File: src/rtl/serial_frame_tx.sv
// Serial frame transmitter: parallel frames in via ready/load with one-deep holding
// register, shifted out LSB-first at clk/CLK_DIV with optional idle gap bits.
`timescale 1ns/1ps
module serial_frame_tx #(
  parameter int FRAME_W  = 10,
  parameter int CLK_DIV  = 5,
  parameter int GAP_BITS = 0
) (
  input  logic               clk,
  input  logic               rst_n,
  input  logic               load_i,
  input  logic [FRAME_W-1:0] frame_i,
  output logic               ready_o,
  output logic               busy_o,
  output logic               data_o,
  output logic               bit_stb_o,
  output logic               done_o,
  output logic [7:0]         frames_o
);
  localparam int CNT_MAX = (FRAME_W > GAP_BITS) ? FRAME_W : GAP_BITS;
  localparam int CNT_W   = (CNT_MAX > 1) ? $clog2(CNT_MAX) : 1;
  localparam int DIV_W   = (CLK_DIV > 1) ? $clog2(CLK_DIV) : 1;
  localparam logic [DIV_W-1:0] DIV_LAST   = DIV_W'(CLK_DIV - 1);
  localparam logic [CNT_W-1:0] FRAME_LAST = CNT_W'(FRAME_W - 1);
  localparam logic [CNT_W-1:0] GAP_LAST   = CNT_W'((GAP_BITS > 0) ? GAP_BITS - 1 : 0);

  typedef enum logic [1:0] {IDLE, SEND, GAP} state_e;

  state_e             state_q, state_d;
  logic [FRAME_W-1:0] shift_q, hold_q;
  logic               hold_full;
  logic [DIV_W-1:0]   div_q;
  logic [CNT_W-1:0]   bit_q;
  logic [7:0]         frames_q;

  logic acc, bit_end, frame_end, gap_end, start, xfer, store;

  assign ready_o   = !hold_full;
  assign busy_o    = (state_q != IDLE);
  assign data_o    = (state_q == SEND) && shift_q[0];
  assign bit_stb_o = (state_q == SEND) && (div_q == '0);
  assign done_o    = frame_end;
  assign frames_o  = frames_q;

  always_comb begin
    acc       = load_i && ready_o;
    bit_end   = (div_q == DIV_LAST);
    frame_end = (state_q == SEND) && bit_end && (bit_q == FRAME_LAST);
    gap_end   = (state_q == GAP) && bit_end && (bit_q == GAP_LAST);
    state_d   = state_q;
    start     = 1'b0;
    xfer      = 1'b0;
    case (state_q)
      IDLE: if (acc) begin state_d = SEND; start = 1'b1; end
      SEND: if (frame_end) begin
        if (GAP_BITS > 0)   state_d = GAP;
        else if (hold_full) xfer = 1'b1;
        // a frame offered on the boundary edge goes straight to the shifter
        else if (acc)       start = 1'b1;
        else                state_d = IDLE;
      end
      GAP: if (gap_end) begin
        if (hold_full)  begin state_d = SEND; xfer = 1'b1; end
        else if (acc)   begin state_d = SEND; start = 1'b1; end
        else            state_d = IDLE;
      end
      default: state_d = IDLE;
    endcase
    store = acc && !start;
  end

  always_ff @(posedge clk or negedge rst_n) begin
    if (!rst_n) begin
      state_q   <= IDLE;
      shift_q   <= '0;
      hold_q    <= '0;
      hold_full <= 1'b0;
      div_q     <= '0;
      bit_q     <= '0;
      frames_q  <= '0;
    end else begin
      state_q <= state_d;
      if (state_q == IDLE || bit_end) div_q <= '0;
      else                            div_q <= div_q + DIV_W'(1);
      if (state_q == IDLE || frame_end || gap_end) bit_q <= '0;
      else if (bit_end)                            bit_q <= bit_q + CNT_W'(1);
      if (start)                             shift_q <= frame_i;
      else if (xfer)                         shift_q <= hold_q;
      else if (state_q == SEND && bit_end)   shift_q <= {1'b0, shift_q[FRAME_W-1:1]};
      // store and xfer are exclusive: xfer needs hold_full, which blocks acceptance
      if (store) begin
        hold_q    <= frame_i;
        hold_full <= 1'b1;
      end else if (xfer) begin
        hold_full <= 1'b0;
      end
      if (frame_end) frames_q <= frames_q + 8'd1;
    end
  end
endmodule

File: config.mk
export PLATFORM = sky130hd
export DESIGN_NAME = serial_frame_tx
export DESIGN_NICKNAME = d
export VERILOG_FILES = /design/src/rtl/serial_frame_tx.sv
export SDC_FILE = /design/constraint.sdc
export NUM_CORES = 1
export LEC_CHECK = 0
export CAP_MARGIN = 20
export CORE_MARGIN = 2
export CORE_UTILIZATION = 50
export CTS_BUF_LIST = sky130_fd_sc_hd__clkbuf_4 sky130_fd_sc_hd__clkbuf_8
export CTS_CLUSTER_SIZE = 14
export DETAILED_ROUTE_END_ITERATION = 6
export GPL_TIMING_DRIVEN = 1
export PLACE_DENSITY = 0.74
export SKIP_CTS_REPAIR_TIMING = 1
export SLEW_MARGIN = 10
export SYNTH_ARGS = -nofsm -noshare
export SYNTH_HDL_FRONTEND = slang
export SYNTH_SLANG_ARGS = --single-unit
File: constraint.sdc
create_clock -name clk -period 5.81 [get_ports clk]
set_input_delay 0.581 -clock clk [delete_from_list [all_inputs] [get_ports clk]]
set_output_delay 0.581 -clock clk [all_outputs]
set_load 0.05 [all_outputs]
Word-level counts from Yosys, hierarchy flattened. Cells that the tools add are included.

Input port bits: 13. Bits in registers: 38.

Multiplexer cells: 25. Equality and inequality tests: 9. Add/subtract/negate cells: 3. Reductions and logical operators: 21.

Operators by type and width (number): $mux 10 (3); $mux 1 (11); $mux 2 (5); $ne 2x2->1 const B (5); $add 8x1->8 const B (1); $logic_and 1x1->1 (8); $mux 4 (2); $pmux 2 s3 (1); $reduce_bool 2->1 (3); $reduce_and 5->1 (1); $add 4x1->4 const B (1); $eq 4x4->1 const B (1); $logic_not 4->1 (1); $add 3x1->3 const B (1); $eq 3x3->1 const B (1); $logic_not 3->1 (1); $logic_or 1x1->1 (3); $mux 3 (1); $pmux 1 s3 (1); $reduce_bool 3->1 (1); $eq 2x1->1 const B (1); $eq 2x2->1 const B (1); $logic_not 1->1 (2); $logic_not 2->1 (1); $pmux 1 s2 (1).

Depth between registers and ports, before layout.
Word-level depth: 9. Gate-level depth with buffers: 9. Gate-level depth less buffers: 7.

Least setup slack after synthesis. Ideal clock, no wire load.

Path kind: register -> output. Start point: register state_q[0]. End point: output bit_stb_o. Data required time: 5.229 ns. Arrival time: 1.640 ns. Buffers on the path: 1. Setup slack: 3.589 ns. Cell stages (with the launch flop): 4. Cell sequence: dfrtp_1 clkbuf_1 nand2_1 nor2_1.

Cells in the longest elaborated chain, start to end: 2.

RTL lines: start: declaration (line 29) `state_e state_q, state_d;`; start signal: assignment (line 82) `state_q <= state_d;`; $eq 2x1->1 (line 41) `assign bit_stb_o = (state_q == SEND) && (div_q == '0);`; $logic_and 1x1->1 (line 41); end: declaration (line 16) `output logic bit_stb_o,`.

Every way passes these cells.

Final worst setup path.
Start point: register div_q[0]. End point: output done_o.

Cells in the longest elaborated chain, start to end: 3.

RTL lines: start: declaration (line 32) `logic [DIV_W-1:0] div_q;`; start signal: assignment (line 84) `else div_q <= div_q + DIV_W'(1);`; $eq 3x3->1 (line 47) `bit_end = (div_q == DIV_LAST);`; $logic_and 1x1->1 (2 in series) (line 48) `frame_end = (state_q == SEND) && bit_end && (bit_q == FRAME_LAST);`; end: declaration (line 17) `output logic done_o,`.

Every way passes these cells.

==> impl_metrics.yaml <==
run_status:
  status: "finished, final reports clean"
route:
  firstDrtPassIters: 4
  ant_nets: 0
  drc: 0
  drtIter0Drc: 82
  wl_per_cell_um: 16.0
  route.vias.total: 1247
  via_per_inst: 5.80
  totalWireLength_mm: 3.44
cts:
  cts_tree: "done"
  numCtsBuffers: 5
  htreeDepth: 2
  path_clk_slew_ns: 0.12
  clkLatencyLatePin_ns: 0.35
  clockBufferDepth: 2
  clock-root-buffer: "clkbuf_4"
  clock-sinks: 37
synthesis:
  postSynthAreaPerCell_um2: 12.6
  synth_edf_count: 0
  ys_seq_elements: 37
  synthArstFlopShare_pct: 100
  synth_top_area_share_pct: 51.4
  synth.area.top_cells: "dfrtp_1, mux2_4, a221o_1, a32o_1, ha_1"
  seq_area_frac_synth_pct: 51.4
  synth.distinct_cells: 38
  synthCells: 143
  synth_top_cell_by_area: "dfrtp_1"
  synth_nets: 161
  synthesis.area_um2: 1800
  synth_ff_type: "dfrtp_1"
  yosys_warnings: 0
placement:
  place_area_um2: 2060
  port_buffers: 25
  dp_hpwl_mm: 2.34
  gp_congestion: 0.773
floorplanning:
  core_region_area_um2: 3390
  ios: 26
  die_w_um: 64.0
  rows: 21
  fp.dieH_um: 64.0
  die_area_um2: 4100
  start_util_pct: 53.2
cells_and_area:
  n_antenna_cell: 0
  layout_common_cells: "dfrtp_1, clkdlybuf4s50_1"
  layout_commonest_cell: "dfrtp_1"
  fin_nets: 186
  drive_gt1_share_pct: 14.8
  area_growth_pct: 20.0
  n_fill_cell: 261
  finish.instance_area_um2: 2160
global_route:
  antenna_found_initial: 0
  first_global_vias: 1309
  grt-ovfl-total: 0
  grt_use_total_pct: 19.4
  grt_pass1_wl_mm: 6.04
  grt_max_degree: 38
worst_setup_path:
  critPathMaxFanout: 15
  cp_data_required_time_ns: 5.23
  startpoint_type: "register"
  critPathArrivalTime_ns: 2.70
  cp-end-kind: "primary output"
  worst-setup-path-type: "register to primary output"
hold_path:
  hold_path_class: "register to register"
sta:
  hold_violations: 0
  tns_ns: 0
  fin_skew_ns: 0.00987
  fmax_mhz: 305
  rsz0062_at_grt: "no"
  final_max_slew_viol_count: 0
  finalSetupViolCount: 0
  fin_crit_sh_pct: 56.5
  worst_pin_slew_ns: 0.858
  slew_headroom_pct: 42.8
  period_minus_slack_ns: 3.28
power_and_ir_drop:
  leakage_nw: 0.948
  vdd_drop_max_mv: 0.191
  p_per_area_nw_per_um2: 296
job:
  maxCapViolCount: 0
[cell families after synthesis]
kind of cell             after synthesis  synth area share, %
AO/OA/AOI/OAI                         32                 15.1
XOR/XNOR                               7                 3.40
adder cells (fa/ha/maj)                5                 3.47
buffers and inverters                 13                 4.58
flip-flops                            37                 51.4
multiplexers                          10                 8.12
AND/OR/NAND/NOR                       39                 13.9
[layout make-up]
cell class | instances | area, um^2 | area share [%]
Clock buffer | 5 | 37.5 | 1.74
Tap cell | 46 | 57.6 | 2.66
Multi-Input combinational cell | 93 | 793 | 36.7
Inverter | 5 | 21.3 | 0.984
Clock inverter | 3 | 68.8 | 3.18
Timing Repair Buffer | 26 | 258 | 11.9
Sequential cell | 37 | 926 | 42.8
[critical path, stage by stage, from the launching register on]
cell	delay, ns
dfrtp_1	0.40
inv_1	0.07
ha_1	0.24
and3_1	0.63
nand2_8	0.11
inv_4	0.11
clkdlybuf4s50_1	0.80
[path summary, 6_finish.rpt]
check                                              from                       to  slack (ns)  cells past startpoint
worst max register to register       div_q[0]$_DFF_PN0_    hold_q[9]$_DFFE_PN0P_        3.30                      7
worst min-delay path            frames_o[7]$_DFFE_PN0P_  frames_o[7]$_DFFE_PN0P_        0.48                      1
worst min register to register  frames_o[7]$_DFFE_PN0P_  frames_o[7]$_DFFE_PN0P_        0.48                      1
max in group asynchronous                         rst_n       div_q[2]$_DFF_PN0_        4.85                      2
min in group asynchronous                         rst_n  frames_o[6]$_DFFE_PN0P_        0.63                      2
worst max-delay path                 div_q[0]$_DFF_PN0_                   done_o        2.53                      6
[through the flow]
| stage | worst slack [ns] | util (%) | hold WS [ns] | instances | power (mW) |
|---|---|---|---|---|---|
| after global routing | 2.35 | 63.8 | 0.514 | 215 | 0.671 |
| after CTS | 2.51 | 63.8 | 0.483 | 215 | 0.648 |
| after floorplan | 3.59 | - | 0.285 | 143 | 0.390 |
| after global placement | 2.97 | 60.6 | 0.462 | 207 | 0.416 |
| after detailed placement | 2.93 | 60.6 | 0.462 | 207 | 0.418 |
| final | 2.53 | 63.8 | 0.480 | 215 | 0.640 |
[where the power goes]
group | internal, mW | leakage (nW) | switching (mW)
Clock | 0.135 | 0.0558 | 0.0910
Combinational | 0.0744 | 0.421 | 0.0355
Sequential | 0.287 | 0.472 | 0.0170
[synth_stat cells (2+ instances only)]
cell and n:
dfrtp_1 37, a221o_1 9, ha_1 5, o21ai_0 3, nor3_1 2, and3_1 4
a21oi_1 3, nand2_1 9, nand4_1 5, nor2b_1 5, a32o_1 9, mux2_4 9
clkbuf_1 3, inv_1 4, xnor2_1 7, nor2_1 4, buf_6 4
[per-layer routing]
layer / global-route usage, % / up-vias / part of all wire (%)
met5: 0 / - / 0
met4: 6.79 / 0 / 2.1
met3: 7.57 / 8 / 6.2
met2: 30.7 / 41 / 46
met1: 24.0 / 615 / 45
li1: - / 583 / -
[sequential cells by signal, indices dropped and copies added, names as in the netlist]
name / cells
bit_q: 4
div_q: 3
frames_o: 8
hold_full: 1
hold_q: 10
shift_q: 10
state_q: 1
Note: power is estimated with default switching activity, not from simulation.
